$ cat config.mk
export PLATFORM = sky130hd
export DESIGN_NAME = branch_hazard_ctrl_flat
export DESIGN_NICKNAME = d
export VERILOG_FILES = /design/src/rtl/branch_hazard_if.sv /design/src/rtl/branch_hazard_ctrl.sv /design/src/flat_wrapper.sv
export SDC_FILE = /design/constraint.sdc
export NUM_CORES = 1
export LEC_CHECK = 0
export CELL_PAD_IN_SITES_DETAIL_PLACEMENT = 0
export CELL_PAD_IN_SITES_GLOBAL_PLACEMENT = 1
export CORE_ASPECT_RATIO = 2
export CORE_MARGIN = 1.5
export CORE_UTILIZATION = 37
export DETAILED_ROUTE_END_ITERATION = 8
export GPL_ROUTABILITY_DRIVEN = 0
export PLACE_DENSITY = 0.83
export SLEW_MARGIN = 25
export SYNTH_ARGS = -nofsm -noshare
export SYNTH_HDL_FRONTEND = slang
export SYNTH_SLANG_ARGS = --single-unit
$ cat constraint.sdc
create_clock -name clk -period 5.82 [get_ports clk]
set_input_delay 0.582 -clock clk [delete_from_list [all_inputs] [get_ports clk]]
set_output_delay 0.582 -clock clk [all_outputs]
set_load 0.01 [all_outputs]
$ cat src/rtl/branch_hazard_if.sv
// Bundle between the ID-stage branch controller and the surrounding pipeline:
// stage status and branch datapath results in, forwarding/stall/redirect
// controls and performance counters out.
interface branch_hazard_if #(
    parameter int CNT_W = 32
);
    logic             id_valid;
    logic [31:0]      id_instr;
    logic             id_is_branch;
    logic [31:0]      id_branch_pc;
    logic             ex_valid;
    logic             ex_reg_write;
    logic [4:0]       ex_dst;
    logic             mem_valid;
    logic             mem_reg_write;
    logic             mem_is_load;
    logic [4:0]       mem_dst;
    logic             wb_valid;
    logic             wb_reg_write;
    logic [4:0]       wb_dst;
    logic             if_ready;
    logic             ext_stall;
    logic [1:0]       fwd_rs_sel;
    logic [1:0]       fwd_rt_sel;
    logic             stall_if;
    logic             stall_id;
    logic             bubble_ex;
    logic             pc_redirect;
    logic [31:0]      pc_target;
    logic [CNT_W-1:0] taken_cnt;
    logic [CNT_W-1:0] stall_cnt;

    // Pipeline side: drives stage status, consumes the controls.
    modport master (
        output id_valid, id_instr, id_is_branch, id_branch_pc,
        output ex_valid, ex_reg_write, ex_dst,
        output mem_valid, mem_reg_write, mem_is_load, mem_dst,
        output wb_valid, wb_reg_write, wb_dst,
        output if_ready, ext_stall,
        input  fwd_rs_sel, fwd_rt_sel, stall_if, stall_id, bubble_ex,
        input  pc_redirect, pc_target, taken_cnt, stall_cnt
    );

    // Controller side.
    modport slave (
        input  id_valid, id_instr, id_is_branch, id_branch_pc,
        input  ex_valid, ex_reg_write, ex_dst,
        input  mem_valid, mem_reg_write, mem_is_load, mem_dst,
        input  wb_valid, wb_reg_write, wb_dst,
        input  if_ready, ext_stall,
        output fwd_rs_sel, fwd_rt_sel, stall_if, stall_id, bubble_ex,
        output pc_redirect, pc_target, taken_cnt, stall_cnt
    );
endinterface

$ cat src/rtl/branch_hazard_ctrl.sv
// ID-stage branch resolution controller for the 5-stage MIPS pipeline.
// Selects rs/rt forwarding sources, stalls IF/ID when an operand cannot be
// produced yet, sequences the PC redirect (holding the target across icache
// stalls until the delay slot is fetched) and counts taken branches and stalls.
module branch_hazard_ctrl #(
    parameter int CNT_W = 32
) (
    input  logic            clk,
    input  logic            rst_n,
    branch_hazard_if.slave  bus
);
    typedef enum logic {RUN, HOLD} state_t;

    state_t           r_state;
    logic [31:0]      r_tgt;
    logic             r_ds;
    logic [CNT_W-1:0] r_taken_cnt;
    logic [CNT_W-1:0] r_stall_cnt;

    logic             w_is_b;
    logic             w_is_j;
    logic             w_is_jr;
    logic             w_use_rs;
    logic             w_use_rt;
    logic [4:0]       w_rs;
    logic [4:0]       w_rt;
    logic [2:0]       w_rs_res;
    logic [2:0]       w_rt_res;
    logic             w_hz;
    logic             w_take;
    logic             w_redirect;
    logic [31:0]      w_target;
    logic             w_consume;
    logic             w_unused;

    // Resolve one source operand; result is {hazard, sel[1:0]}.
    // The youngest producer wins; EX results and MEM loads are not yet
    // available in ID, so they stall instead of forwarding.
    function automatic logic [2:0] resolve(
        input logic [4:0] src,
        input logic       ex_w,
        input logic [4:0] ex_d,
        input logic       mem_w,
        input logic       mem_ld,
        input logic [4:0] mem_d,
        input logic       wb_w,
        input logic [4:0] wb_d
    );
        if (src == 5'd0)                 return 3'b000;
        if (ex_w && (ex_d == src))       return 3'b100;
        if (mem_w && (mem_d == src))     return mem_ld ? 3'b100 : 3'b001;
        if (wb_w && (wb_d == src))       return 3'b010;
        return 3'b000;
    endfunction

    // Counter increment that sticks at all-ones.
    function automatic logic [CNT_W-1:0] sat_inc(input logic [CNT_W-1:0] v, input logic en);
        return (en && (v != '1)) ? v + CNT_W'(1) : v;
    endfunction

    assign w_rs     = bus.id_instr[25:21];
    assign w_rt     = bus.id_instr[20:16];
    assign w_is_b   = ~bus.id_instr[31] & ~bus.id_instr[29] &  bus.id_instr[28] & ~bus.id_instr[27];
    assign w_is_j   = ~bus.id_instr[31] & ~bus.id_instr[29] & ~bus.id_instr[28] &  bus.id_instr[27];
    assign w_is_jr  = (bus.id_instr[31:26] == 6'd0) & (bus.id_instr[5:1] == 5'b00100);
    assign w_use_rs = w_is_b | w_is_jr;
    assign w_use_rt = w_is_b;
    assign w_unused = ^{bus.id_instr[15:6], bus.id_instr[0]};

    assign w_rs_res = resolve(w_rs, bus.ex_valid & bus.ex_reg_write, bus.ex_dst,
                              bus.mem_valid & bus.mem_reg_write, bus.mem_is_load, bus.mem_dst,
                              bus.wb_valid & bus.wb_reg_write, bus.wb_dst);
    assign w_rt_res = resolve(w_rt, bus.ex_valid & bus.ex_reg_write, bus.ex_dst,
                              bus.mem_valid & bus.mem_reg_write, bus.mem_is_load, bus.mem_dst,
                              bus.wb_valid & bus.wb_reg_write, bus.wb_dst);

    // Hazard, take decision and redirect selection.
    always_comb begin
        w_hz       = bus.id_valid & (w_is_b | w_is_j | w_is_jr)
                   & ((w_use_rs & w_rs_res[2]) | (w_use_rt & w_rt_res[2])) & ~r_ds;
        w_take     = bus.id_valid & bus.id_is_branch & ~w_hz & ~r_ds & (r_state == RUN);
        w_redirect = ~w_hz & ((r_state == HOLD) | w_take);
        w_target   = 32'd0;
        if (w_redirect) w_target = (r_state == HOLD) ? r_tgt : bus.id_branch_pc;
        w_consume  = w_redirect & bus.if_ready & ~bus.ext_stall;
    end

    // Outputs are forced to zero while reset is asserted.
    assign bus.fwd_rs_sel  = rst_n ? w_rs_res[1:0] : 2'd0;
    assign bus.fwd_rt_sel  = rst_n ? w_rt_res[1:0] : 2'd0;
    assign bus.stall_if    = rst_n & w_hz;
    assign bus.stall_id    = rst_n & w_hz;
    assign bus.bubble_ex   = rst_n & w_hz;
    assign bus.pc_redirect = rst_n & w_redirect;
    assign bus.pc_target   = rst_n ? w_target : 32'd0;
    assign bus.taken_cnt   = r_taken_cnt;
    assign bus.stall_cnt   = r_stall_cnt;

    // Redirect sequencer: hold the target while IF cannot accept it, and mark
    // the following ID instruction as the delay slot once it is consumed.
    always_ff @(posedge clk or negedge rst_n) begin
        if (!rst_n) begin
            r_state <= RUN;
            r_tgt   <= 32'd0;
            r_ds    <= 1'b0;
        end else if (!bus.ext_stall) begin
            case (r_state)
                RUN: begin
                    if (w_take && !bus.if_ready) begin
                        r_state <= HOLD;
                        r_tgt   <= bus.id_branch_pc;
                    end
                end
                HOLD: begin
                    if (w_consume) r_state <= RUN;
                end
                default: r_state <= RUN;
            endcase
            if (w_consume)
                r_ds <= 1'b1;
            else if (r_ds && bus.id_valid && !w_hz)
                r_ds <= 1'b0;
        end
    end

    // Saturating performance counters, frozen by the global stall.
    always_ff @(posedge clk or negedge rst_n) begin
        if (!rst_n) begin
            r_taken_cnt <= '0;
            r_stall_cnt <= '0;
        end else if (!bus.ext_stall) begin
            r_taken_cnt <= sat_inc(r_taken_cnt, w_consume);
            r_stall_cnt <= sat_inc(r_stall_cnt, w_hz);
        end
    end
endmodule

$ cat src/flat_wrapper.sv
// flat-port wrapper written by rule: the top's interface ports become plain ports
module branch_hazard_ctrl_flat 
#(
    parameter int CNT_W = 32
)
  (clk, rst_n, bus_id_valid, bus_id_instr, bus_id_is_branch, bus_id_branch_pc, bus_ex_valid, bus_ex_reg_write, bus_ex_dst, bus_mem_valid, bus_mem_reg_write, bus_mem_is_load, bus_mem_dst, bus_wb_valid, bus_wb_reg_write, bus_wb_dst, bus_if_ready, bus_ext_stall, bus_fwd_rs_sel, bus_fwd_rt_sel, bus_stall_if, bus_stall_id, bus_bubble_ex, bus_pc_redirect, bus_pc_target, bus_taken_cnt, bus_stall_cnt);
  branch_hazard_if #(.CNT_W(CNT_W)) bus_i ();
  input  logic clk;
  input  logic rst_n;
  input wire logic [$bits(bus_i.id_valid)-1:0] bus_id_valid;
  input wire logic [$bits(bus_i.id_instr)-1:0] bus_id_instr;
  input wire logic [$bits(bus_i.id_is_branch)-1:0] bus_id_is_branch;
  input wire logic [$bits(bus_i.id_branch_pc)-1:0] bus_id_branch_pc;
  input wire logic [$bits(bus_i.ex_valid)-1:0] bus_ex_valid;
  input wire logic [$bits(bus_i.ex_reg_write)-1:0] bus_ex_reg_write;
  input wire logic [$bits(bus_i.ex_dst)-1:0] bus_ex_dst;
  input wire logic [$bits(bus_i.mem_valid)-1:0] bus_mem_valid;
  input wire logic [$bits(bus_i.mem_reg_write)-1:0] bus_mem_reg_write;
  input wire logic [$bits(bus_i.mem_is_load)-1:0] bus_mem_is_load;
  input wire logic [$bits(bus_i.mem_dst)-1:0] bus_mem_dst;
  input wire logic [$bits(bus_i.wb_valid)-1:0] bus_wb_valid;
  input wire logic [$bits(bus_i.wb_reg_write)-1:0] bus_wb_reg_write;
  input wire logic [$bits(bus_i.wb_dst)-1:0] bus_wb_dst;
  input wire logic [$bits(bus_i.if_ready)-1:0] bus_if_ready;
  input wire logic [$bits(bus_i.ext_stall)-1:0] bus_ext_stall;
  output wire logic [$bits(bus_i.fwd_rs_sel)-1:0] bus_fwd_rs_sel;
  output wire logic [$bits(bus_i.fwd_rt_sel)-1:0] bus_fwd_rt_sel;
  output wire logic [$bits(bus_i.stall_if)-1:0] bus_stall_if;
  output wire logic [$bits(bus_i.stall_id)-1:0] bus_stall_id;
  output wire logic [$bits(bus_i.bubble_ex)-1:0] bus_bubble_ex;
  output wire logic [$bits(bus_i.pc_redirect)-1:0] bus_pc_redirect;
  output wire logic [$bits(bus_i.pc_target)-1:0] bus_pc_target;
  output wire logic [$bits(bus_i.taken_cnt)-1:0] bus_taken_cnt;
  output wire logic [$bits(bus_i.stall_cnt)-1:0] bus_stall_cnt;
  assign bus_i.id_valid = bus_id_valid;
  assign bus_i.id_instr = bus_id_instr;
  assign bus_i.id_is_branch = bus_id_is_branch;
  assign bus_i.id_branch_pc = bus_id_branch_pc;
  assign bus_i.ex_valid = bus_ex_valid;
  assign bus_i.ex_reg_write = bus_ex_reg_write;
  assign bus_i.ex_dst = bus_ex_dst;
  assign bus_i.mem_valid = bus_mem_valid;
  assign bus_i.mem_reg_write = bus_mem_reg_write;
  assign bus_i.mem_is_load = bus_mem_is_load;
  assign bus_i.mem_dst = bus_mem_dst;
  assign bus_i.wb_valid = bus_wb_valid;
  assign bus_i.wb_reg_write = bus_wb_reg_write;
  assign bus_i.wb_dst = bus_wb_dst;
  assign bus_i.if_ready = bus_if_ready;
  assign bus_i.ext_stall = bus_ext_stall;
  assign bus_fwd_rs_sel = bus_i.fwd_rs_sel;
  assign bus_fwd_rt_sel = bus_i.fwd_rt_sel;
  assign bus_stall_if = bus_i.stall_if;
  assign bus_stall_id = bus_i.stall_id;
  assign bus_bubble_ex = bus_i.bubble_ex;
  assign bus_pc_redirect = bus_i.pc_redirect;
  assign bus_pc_target = bus_i.pc_target;
  assign bus_taken_cnt = bus_i.taken_cnt;
  assign bus_stall_cnt = bus_i.stall_cnt;
  branch_hazard_ctrl #(.CNT_W(CNT_W)) u_core (.clk(clk), .rst_n(rst_n), .bus(bus_i));
endmodule
== Yosys cells after proc, flatten, opt, wreduce, memory -nomap -nowiden ==
Index checks and enable logic that the tools add are counted.

* Eq/ne operators: 9
* Muxes and demuxes: 47
* Reduce and logical (&&, ||, !) cells: 21
* Bitwise operators: 36
* $add $sub $neg: 2

{| class="wikitable"
|+ Operators by type and width
! cell !! count
|-
| 2-to-1 mux 32 bit || 3
|-
| adder 32 x 1 -> 32 bit, second input constant || 2
|-
| inequality test 32 bit, second input constant || 2
|-
| 2-to-1 mux 3 bit || 17
|-
| == test 5 bit || 6
|-
| 2-to-1 mux 1 bit || 24
|-
| AND 1 bit || 23
|-
| logical AND 1 bit || 11
|-
| zero test 5 bit || 2
|-
| NOT 1 bit || 8
|-
| zero test 6 bit || 1
|-
| AND reduction 2 bit || 3
|-
| == test 5 x 3 -> 1 bit, second input constant || 1
|-
| OR 1 bit || 5
|-
| 2-to-1 mux 2 bit || 2
|-
| AND reduction 3 bit || 1
|-
| zero test 1 bit || 2
|-
| case mux 1 bit (2 select lines) || 1
|-
| nonzero test 2 bit || 1
|}

* Flip-flop bits (word level): 98
* Logic and storage cells: 120
* Output and inout bits: 104

== Logic depth before layout (Yosys ltp) ==
* Depth in word-level cells: 27
* Gate-level depth with buffers: 9
* Mapped depth without buffers: 8

== Worst setup path before layout ==
OpenSTA, ideal clock, no wires.

* Kind: input -> output
* From: in bus_id_instr[22]
* To: out bus_pc_target[10]
* Arrival time: 2.262 ns
* Setup slack: 2.976 ns
* Stages on the path: 8
* Required time: 5.238 ns
* Buffers on the path: 2
* Path through: or4_4 > o21ai_1 > nor2_1 > a32oi_1 > buf_2 > nand3_1 > buf_2 > nor2_1

* Longest elaborated chain between the ends: 22
* Elaborated cells on any way between the ends: 36
* Classes of those cells: eq/ne: 3; mux: 19; bitwise: 10; reduce/logical: 4

{| class="wikitable"
|+ Ends and longest elaborated chain
! element !! line !! source
|-
| from (decl) || flat_wrapper.sv:11 || <nowiki>input wire logic [$bits(bus_i.id_instr)-1:0] bus_id_instr;</nowiki>
|-
| == test 5 bit || branch_hazard_ctrl.sv:52 || <nowiki>if (wb_w && (wb_d == src)) return 3'b010;</nowiki>
|-
| logical AND 1 bit || branch_hazard_ctrl.sv:52 ||
|-
| 2-to-1 mux 1 bit (2 in series) || branch_hazard_ctrl.sv:52 ||
|-
| 2-to-1 mux 1 bit || branch_hazard_ctrl.sv:51 || <nowiki>if (mem_w && (mem_d == src)) return mem_ld ? 3'b100 : 3'b001;</nowiki>
|-
| 2-to-1 mux 1 bit || branch_hazard_ctrl.sv:50 || <nowiki>if (ex_w && (ex_d == src)) return 3'b100;</nowiki>
|-
| 2-to-1 mux 3 bit || branch_hazard_ctrl.sv:53 || <nowiki>return 3'b000;</nowiki>
|-
| 2-to-1 mux 3 bit || branch_hazard_ctrl.sv:52 ||
|-
| 2-to-1 mux 3 bit || branch_hazard_ctrl.sv:51 ||
|-
| [... 2 more ...] || -- ||
|-
| OR 1 bit (*) || branch_hazard_ctrl.sv:80 || <nowiki>& ((w_use_rs & w_rs_res[2]) | (w_use_rt & w_rt_res[2])) & ~r_ds;</nowiki>
|-
| AND 1 bit (*) (2 in series) || branch_hazard_ctrl.sv:80 ||
|-
| NOT 1 bit (*) || branch_hazard_ctrl.sv:81, branch_hazard_ctrl.sv:82 ||
|-
| AND 1 bit (3 in series) || branch_hazard_ctrl.sv:81 || <nowiki>w_take = bus.id_valid & bus.id_is_branch & ~w_hz & ~r_ds & (r_state == RUN);</nowiki>
|-
| OR 1 bit || branch_hazard_ctrl.sv:82 || <nowiki>w_redirect = ~w_hz & ((r_state == HOLD) | w_take);</nowiki>
|-
| AND 1 bit (*) || branch_hazard_ctrl.sv:82 ||
|-
| 2-to-1 mux 32 bit (*) || branch_hazard_ctrl.sv:84 || <nowiki>if (w_redirect) w_target = (r_state == HOLD) ? r_tgt : bus.id_branch_pc;</nowiki>
|-
| 2-to-1 mux 32 bit (*) || branch_hazard_ctrl.sv:95 || <nowiki>assign bus.pc_target = rst_n ? w_target : 32'd0;</nowiki>
|-
| to (decl) || flat_wrapper.sv:32 || <nowiki>output wire logic [$bits(bus_i.pc_target)-1:0] bus_pc_target;</nowiki>
|}

Every way passes the cells marked *; elsewhere a longest branch is shown, timed or not. The select of a mux whose other input is x is not followed.

== Worst setup path after layout ==
* From: in bus_id_instr[22]
* To: out bus_pc_target[18]

Same word-level chain as after synthesis.

==> metrics.cfg <==
[worst_setup_path]
arrival_ps = 3340
worstRegToRegCells = 5
worst-setup-path-type = input pin to output pin
r2r_start = u_core.r_state
critPathRequiredTime_ps = 5240
worst_setup_path_end_kind = output pin
worstReg2RegEnd = u_core.bus.taken_cnt[1]
reg2reg_slack_ps = 2980
startpoint_type = input pin
crit_fanout = 33

[synth]
synth-seq-area-share_pct = 45.1
distinct_cell_type_count_of_the_synthesized_netlist = 45
post_synthesis_async_set_or_reset_flop_share_pct = 100
yosys.area_share.simple_pct = 21.9
synth_enable_flop_cells = 0
share_of_cell_area_taken_by_muxes_after_synthesis_pct = 12.9
postSynthCellCount = 523
yosys_register_bits = 98
syn_nets = 617
synth_adder_area_share_pct = 0.460
synth_top_cell_area_share_pct = 45.1
yosysTopAreaCell = dfrtp_1
post_synth_instance_area_mm2 = 0.00544
synth_top_flop_cell = dfrtp_1
area_fraction_in_compound_gates_after_synthesis_pct = 2.23
synth_top_family_by_area = simple AND/OR/NAND/NOR gates
synth_area_leaders = dfrtp_1, xnor2_1, xor2_1
synth_xor_xnor_area_share_pct = 14.5
yosys_warnings = 0
postSynthAreaPerCell_um2 = 10.4

[global_routing]
globalRouteOverflowTotal = 0
grt_first_pass_wirelength_um = 24900
globalRouteTotalUtil_pct = 20.7
grt_pass1_vias = 4898
grt_max_degree = 57
grt_antenna_before_repair = 0

[sta]
final.setup.tns_ps = 0
timing.final.max_slew_violations = 0
worst_slew_margin_pct = 32.6
setup-violations-final = 0
rsz_0062_raised_after_global_routing = false
fin_crit_sh_pct = 67.3
timing.final.hold_violations = 0
max_freq_mhz = 255
clock-skew-final_ps = 11.6
post-route-min-period_ps = 3920
timing_worst_slew_pin_value_ps = 1010

[final_layout]
final_common_cell = clkdlybuf4s50_1
fill_cells = 1328
area_growth_syn_to_layout_pct = 42.6
final_cell_mix = clkdlybuf4s50_1, dfrtp_1, xnor2_1
fraction_of_final_layout_cells_with_drive_strength_greater_than_1_pct = 4.98
antennaDiodeCount = 0
final_area_mm2 = 0.00775
nNetsFinal = 793

[power]
power_density_mw_per_mm2 = 275
design_power_total_mw = 2.13
worst_ir_drop_vdd_mv = 0.172
cellLeakagePower_nw = 3.29

[clock_tree]
clkSinkCount = 98
clkTransAtPathRegs_ps = 70
htreeDepth = 3
cts_hold_buf = 0
tritoncts = yes
clock_insertion_delay_worst_skew_ps = 340
postCtsResizedCells = 0
numCtsBuffers = 9
clock_tree.root_cell = clkbuf_16
cts_post_setup_buffers_inserted = 0
cts.path.max_buffers = 2

[die]
io_pins = 196
starting_density_of_the_core_pct = 37.9
core-area_mm2 = 0.0144
die_y_um = 174
die_extent_in_x_um = 88.7
std_cell_rows = 62
fp.dieArea_mm2 = 0.0155

[routing]
num_vias = 4653
detail-route-antenna-nets = 0
routed_wire_length_per_instance_um = 17.6
drc = 0
dr.first_iter.drc_count = 95
dr.pass1.iters = 4
mean_number_of_vias_per_cell = 5.20
drt_wl_total_um = 15800

[placed_design]
place_area_mm2 = 0.00744
io_buffers = 184
hpwl_after_dpl_um = 11800

[worst_hold_path]
hold_path_class = input pin to async pin

[status]
outcome = finished, final reports clean

[flow_run]
maxCapViolations = 0

## state kept, by name, summed over array words and instances (netlist names)
name / cells
u_core.r_tgt: 32
u_core.r_state: 1
u_core.bus.taken_cnt: 32
u_core.r_ds: 1
u_core.bus.stall_cnt: 32
## layout make-up
cell class	count	area (um2)	area share [%]
well taps	192	240	3.10
multi-input cells	396	2850	36.8
flip-flops and latches	98	2450	31.6
clock inverters	5	88.8	1.15
inverters	6	22.5	0.290
repair buffers	188	1870	24.1
clock buffers	10	229	2.95
## Yosys cell counts, types with 2 or more instances
cell / count
mux2_2: 5
nand4_1: 18
nor4bb_1: 2
dfrtp_1: 98
a21o_1: 3
nor3_1: 28
mux2_1: 29
inv_1: 5
xor2_1: 42
xnor2_1: 48
and3_1: 18
ha_1: 2
nor2_1: 44
mux2i_1: 32
buf_2: 13
buf_6: 3
clkbuf_1: 5
nor4b_1: 3
nor4_1: 16
buf_4: 2
or4_1: 3
and4_1: 9
nand3_1: 33
or3_1: 4
nand2_1: 34
and2_1: 5
## critical path: stages
cell,delay [ps]
clkdlybuf4s50_1,530
or4_4,590
o21ai_1,130
nor2_1,110
a32oi_4,240
nand3_1,100
buf_4,290
nor2_1,200
clkdlybuf4s50_1,560
## worst max path at each step
| stage | cells past startpoint | slack [ps] | start | to |
|---|---|---|---|---|
| 6_report | 9 | 1900 | bus_id_instr[22] | bus_pc_target[18] |
| 3_3_place_gp | 9 | 1890 | bus_id_instr[22] | bus_pc_target[18] |
| 5_1_grt | 10 | 1710 | bus_id_instr[24] | bus_pc_target[18] |
| 2_1_floorplan | 8 | 2980 | bus_id_instr[22] | bus_pc_target[10] |
| 3_5_place_dp | 9 | 1910 | bus_id_instr[23] | bus_pc_target[18] |
| 4_1_cts | 9 | 1900 | bus_id_instr[23] | bus_pc_target[18] |
## per-stage QoR
stage          setup WS [ps]  instances  util, %  hold slack (ps)
2_1_floorplan           2980        523        -              286
3_3_place_gp            1890        880     51.8              466
3_5_place_dp            1910        880     51.8              475
4_1_cts                 1900        895     54.0              277
5_1_grt                 1710        895     54.0              305
6_report                1900        895     54.0              259
## metal layers
metal | wire, um | GRT usage, % | up-vias
met1 | 5750 | 22.3 | 2279
met4 | 445 | 8.98 | 0
met3 | 781 | 2.94 | 23
met5 | 0 | 0 | -
li1 | - | - | 2213
met2 | 8790 | 38.5 | 138
## power breakdown
part	switching (mW)	total, mW	internal, mW	leakage [nW]
Combinational	0.222	0.554	0.333	1.84
Sequential	0.125	0.936	0.811	1.29
Clock	0.261	0.640	0.379	0.155
Total	0.608	2.13	1.52	3.29
## kinds of logic (layout without fill, tap and decap cells)
group | after synthesis | in the layout
muxes | 66 | 66
and+or+nand+nor | 223 | 223
buffers and inverters | 29 | 209
adders and majority gates | 2 | 2
xor gates and xnor gates | 90 | 90
AOI/OAI and AO/OA | 15 | 15
DFF | 98 | 98
Note: power is estimated with default switching activity, not from simulation.
